===== src/rtl/neo_frame_scheduler.sv =====
// neo_frame_scheduler: stages 8 RGB pixels, scales them into a stable shadow set and launches the NeoPixel driver (optional scaler: NEO_BRIGHTNESS_EN)
module neo_frame_scheduler #(
    parameter int REFRESH_TICKS = 833333,
    parameter int CNT_W = 20
) (
    input  logic        clk,
    input  logic        reset,
    input  logic        pix_wr_en,
    input  logic [2:0]  pix_wr_idx,
    input  logic [23:0] pix_wr_data,
    input  logic [7:0]  brightness,
    input  logic        commit,
    input  logic        auto_refresh_en,
    input  logic        drv_busy,
    output logic        drv_start,
    output logic [23:0] pixel1,
    output logic [23:0] pixel2,
    output logic [23:0] pixel3,
    output logic [23:0] pixel4,
    output logic [23:0] pixel5,
    output logic [23:0] pixel6,
    output logic [23:0] pixel7,
    output logic [23:0] pixel8,
    output logic        pending,
    output logic        frame_done,
    output logic        frame_err
);
    typedef enum logic [2:0] {IDLE, SCALE, LAUNCH, WAIT_BUSY, WAIT_DONE} state_t;
    state_t state, state_next;
    logic [2:0] idx;
    logic [1:0] wcnt;
    logic [CNT_W-1:0] rcnt;
    logic refresh_hit, take, start_next, done_next, err_next;
    logic [23:0] scaled;
    logic [23:0] stg [8];
    logic [23:0] shadow [8];

`ifdef NEO_BRIGHTNESS_EN
    function automatic logic [7:0] scale_ch(input logic [7:0] c, input logic [7:0] b);
        logic [16:0] p;
        p = {9'd0, c} * ({9'd0, b} + 17'd1);
        return p[15:8];
    endfunction
    // per-channel brightness scaling of the staging entry being copied this SCALE cycle
    always_comb scaled = {scale_ch(stg[idx][23:16], brightness), scale_ch(stg[idx][15:8], brightness), scale_ch(stg[idx][7:0], brightness)};
`else
    logic unused_brightness;
    assign unused_brightness = ^brightness;
    assign scaled = stg[idx];
`endif

    assign refresh_hit = auto_refresh_en && rcnt == CNT_W'(REFRESH_TICKS - 1);
    assign take = state == IDLE && state_next == SCALE;
    assign pixel1 = shadow[0];
    assign pixel2 = shadow[1];
    assign pixel3 = shadow[2];
    assign pixel4 = shadow[3];
    assign pixel5 = shadow[4];
    assign pixel6 = shadow[5];
    assign pixel7 = shadow[6];
    assign pixel8 = shadow[7];

    // frame sequencing: next state and the one-cycle pulses to be registered
    always_comb begin
        state_next = state;
        start_next = 1'b0;
        done_next  = 1'b0;
        err_next   = 1'b0;
        case (state)
            IDLE:      state_next = ((pending || commit) && !drv_busy) ? SCALE : IDLE;
            SCALE: begin
                state_next = (idx == 3'd7) ? LAUNCH : SCALE;
                start_next = idx == 3'd7;
            end
            LAUNCH:    state_next = WAIT_BUSY;
            WAIT_BUSY: begin
                state_next = drv_busy ? WAIT_DONE : (wcnt == 2'd3) ? IDLE : WAIT_BUSY;
                err_next   = !drv_busy && wcnt == 2'd3;
            end
            WAIT_DONE: begin
                state_next = drv_busy ? WAIT_DONE : IDLE;
                done_next  = !drv_busy;
            end
            default:   state_next = IDLE;
        endcase
    end

    // state, counters, request flag, staging writes and shadow updates
    always_ff @(posedge clk) begin
        if (reset) begin
            state      <= IDLE;
            idx        <= 3'd0;
            wcnt       <= 2'd0;
            rcnt       <= '0;
            pending    <= 1'b0;
            drv_start  <= 1'b0;
            frame_done <= 1'b0;
            frame_err  <= 1'b0;
            for (int i = 0; i < 8; i++) begin
                stg[i]    <= 24'd0;
                shadow[i] <= 24'd0;
            end
        end else begin
            state      <= state_next;
            idx        <= (state == SCALE) ? idx + 3'd1 : 3'd0;
            wcnt       <= (state == WAIT_BUSY) ? wcnt + 2'd1 : 2'd0;
            rcnt       <= (!auto_refresh_en || refresh_hit) ? '0 : rcnt + CNT_W'(1);
            pending    <= (pending && !take) || commit || refresh_hit;
            drv_start  <= start_next;
            frame_done <= done_next;
            frame_err  <= err_next;
            if (pix_wr_en) stg[pix_wr_idx] <= pix_wr_data;
            if (state == SCALE) shadow[idx] <= scaled;
        end
    end
endmodule

===== config.mk =====
export PLATFORM = sky130hd
export DESIGN_NAME = neo_frame_scheduler
export DESIGN_NICKNAME = d
export VERILOG_FILES = /design/src/rtl/neo_frame_scheduler.sv
export SDC_FILE = /design/constraint.sdc
export NUM_CORES = 1
export LEC_CHECK = 0
export BUFFER_PORTS_ARGS = -buffer_cell sky130_fd_sc_hd__buf_4
export CAP_MARGIN = 5
export CORE_UTILIZATION = 51
export CTS_BUF_LIST = sky130_fd_sc_hd__clkbuf_16
export DETAILED_ROUTE_END_ITERATION = 8
export PLACE_DENSITY = 0.72
export SLEW_MARGIN = 5
export SYNTH_ARGS = -nofsm -noshare
export SYNTH_HDL_FRONTEND = slang
export SYNTH_SLANG_ARGS = --single-unit

===== constraint.sdc =====
create_clock -name clk -period 5.8 [get_ports clk]
set_input_delay 1.16 -clock clk [delete_from_list [all_inputs] [get_ports clk]]
set_output_delay 1.16 -clock clk [all_outputs]
set_load 0.01 [all_outputs]

==> summary.txt <==
Run status
  – Status: completed

Final layout
  – Layout Nets: 1383
  – Final instance area: 20200 um^2
  – Fin cells: 1807
  – Core Util, Final: 63.5%
  – Layout cells sized above 1: 27.6%
  – Area Growth Syn to Fin: 21.7%

GRT
  – GRT Overall Usage: 23.1%
  – Vias in the first global route: 9487
  – First-pass GRT wire length: 57.1 mm
  – Largest net degree at the start of global routing: 50
  – Initial antenna violation count: 2
  – Grt total ovfl: 0

Placed design
  – GPL Wtd Cong: 0.794
  – Hpwl dp: 23.7 mm
  – Total placed cells including tap cells: 1729
  – Port-buffer cells: 228
  – Place WS: 1.43 ns
  – DP Area: 18900 um^2

Power and ir drop
  – Logic pwr share: 6.4%
  – Share of total power in the clock network: 39.4%
  – Peak VDD IR: 0.208 mV
  – Net Sw Power: 1.37 mW
  – Switch share: 21.3%
  – Total power: 6.41 mW
  – Reg power frac: 54.2%
  – Lkg Pwr: 7.49 nW
  – PwrDens: 317 nW/um^2
  – P_int: 5.04 mW

Clocking
  – Post-CTS Setup Inserts: 0
  – Clock Sink Count: 416
  – CTS resizes: 0
  – CTS Buf Count: 41
  – Clk slew on worst S/H paths: 0.06 ns
  – Root buffer cell: clkbuf_16
  – H-tree depth: 2
  – # hold bufs at CTS: 0
  – Skew-Pair Late Insertion Delay: 0.53 ns
  – Max Buffers Root-to-Sink: 3
  – CTS tree: built

Yosys
  – Top FF cell, synth: edfxtp_1
  – Mapped Area: 16600 um^2
  – Post-synthesis register bit count: 416
  – YS warnings: 0
  – Most instantiated library cell after synthesis: edfxtp_1
  – Post-synth top area cell: edfxtp_1
  – Count of unique library cells instantiated by Yosys: 36
  – Commonest cells post-synth: 384 x edfxtp_1, 224 x nor2_1, 196 x and2_1
  – Syn avg cell area: 15.2 um^2
  – Area contributors post-synth: edfxtp_1 69%, and2_1 7.4%, mux4_2 6.5%, nor2_1 5.1%, dfxtp_1 3.9%
  – Share of the synthesized area in the top cell type: 69.5%
  – Post-synthesis sequential area ratio: 73.3%
  – Post-Syn Nets: 1138
  – Mapped Cells: 1092
  – Ys async rst share: 0%
  – Post-synth EDFFs: 384

Floorplanning
  – Die Wd: 182 um
  – Placeable Area: 31800 um^2
  – Row count: 65
  – Initial core utilization: 52.2%
  – I/O pin total: 237
  – Full die area: 33300 um^2
  – Die height: 182 um

Timing
  – Fin Setup TNS: 0 ns
  – Max-slew violation count: 0
  – Worst-Margin Slew: 1.28 ns
  – Final hold slack: 0.424 ns
  – Final Setup Violations: 0
  – RSZ-0062 raised after global routing: no
  – Setup WS post-layout: 1.96 ns
  – Fmax: 260 MHz
  – Final hold vios: 0
  – Crit path time final: 3.84 ns
  – Max-slew headroom: 14.6%
  – Clock Skews: 0.0137 ns
  – Period utilization: 66.3%

Setup path
  – Worst path slowest cell: nand2b_1
  – CP Class: in2reg
  – CP max stage delay: 1.15 ns
  – CP Max Fanout: 29
  – Crit path capture type: register
  – Cell Chain, Critical Path: buf_4 -> nor4b_2 -> nor2b_1 -> nand2_1 -> nand2b_1
  – CP Launch Type: input pin
  – Worst endpoint required time: 5.93 ns
  – Reg2Reg Setup Slack: 2.29 ns
  – Critical Path AT: 3.97 ns

Drt
  – DRC viols: 0
  – Via density per instance: 5.42
  – Per-cell routed wire length: 21.1 um
  – Final ANT Viol Nets: 0
  – WL final: 38.1 mm
  – First-pass detailed-route iteration total: 5
  – Vias: 9797
  – DR iter-0 viols: 800

Hold path
  – Min-delay worst type: reg2reg

Job
  – Number of max-cap violations: 0
## sequential cells by signal, indices dropped and copies added, names as in the netlist
signal,count
idx,3
rcnt,20
wcnt,2
state,3
frame_done,1
drv_start,1
frame_err,1
shadow,192
pending,1
stg,192
## logic make-up (layout without fill, tap and decap cells)
logic type,after synthesis,in the layout,synth area share (%)
XOR/XNOR,15,15,0.791
multiplexers,72,72,7.96
other,0,3,0
buffers and inverters,63,340,1.49
adder cells (fa/ha/maj),5,5,0.377
flip-flops,416,416,73.3
AND/OR/NAND/NOR,507,507,15.6
AO/OA/AOI/OAI,14,14,0.460
## power groups by stage
stage | sequential (mW) | combinational (mW) | clock, mW
5_1_grt | 3.48 | 0.438 | 2.67
6_report | 3.47 | 0.411 | 2.52
2_1_floorplan | 3.54 | 0.173 | 0
3_5_place_dp | 3.54 | 0.414 | 0
3_3_place_gp | 3.53 | 0.405 | 0
4_1_cts | 3.47 | 0.415 | 2.56
## layer usage
| metal | wire, um | global-route usage, % |
|---|---|---|
| met1 | 16000 | 32.0 |
| met2 | 18100 | 37.5 |
| met3 | 2880 | 4.11 |
| met4 | 998 | 7.06 |
| met5 | 0 | 0 |
## cells in the final DEF, fill, tap and decap left out, types with 8 or more instances in the layout
master,n
clkbuf_16,41
nand3_1,9
clkinv_1,9
xnor2_1,13
a21oi_1,8
and2_1,196
nor2_1,223
edfxtp_1,384
nand2_1,15
dfxtp_1,30
nand2b_1,9
mux2i_1,24
buf_4,256
or2_2,9
mux4_2,48
inv_1,23
## area by class of cell
| type | count | area (um^2) |
|---|---|---|
| clock inverter | 34 | 249 |
| multi-input combinational | 613 | 4240 |
| timing repair buffer | 256 | 1920 |
| clock buffer | 41 | 1030 |
| inverter | 9 | 33.8 |
| tap | 435 | 544 |
| antenna | 3 | 7.51 |
| sequential | 416 | 12200 |
| fill | 2291 | 11600 |
## worst max-delay path, delay by kind of cell
family	cells	cell delay, ns
buffers and inverters	1	0.23
AND/OR/NAND/NOR	4	2.54
## path summary, 6_finish.rpt
| kind | start | end | cells after the start |
|---|---|---|---|
| max | reset | shadow[2][14] | 5 |
| min | wcnt[0] | wcnt[0] | 1 |
| max reg2reg | idx[1] | shadow[2][14] | 3 |
| min reg2reg | wcnt[0] | wcnt[0] | 1 |
(Power assumes the default switching activity.)
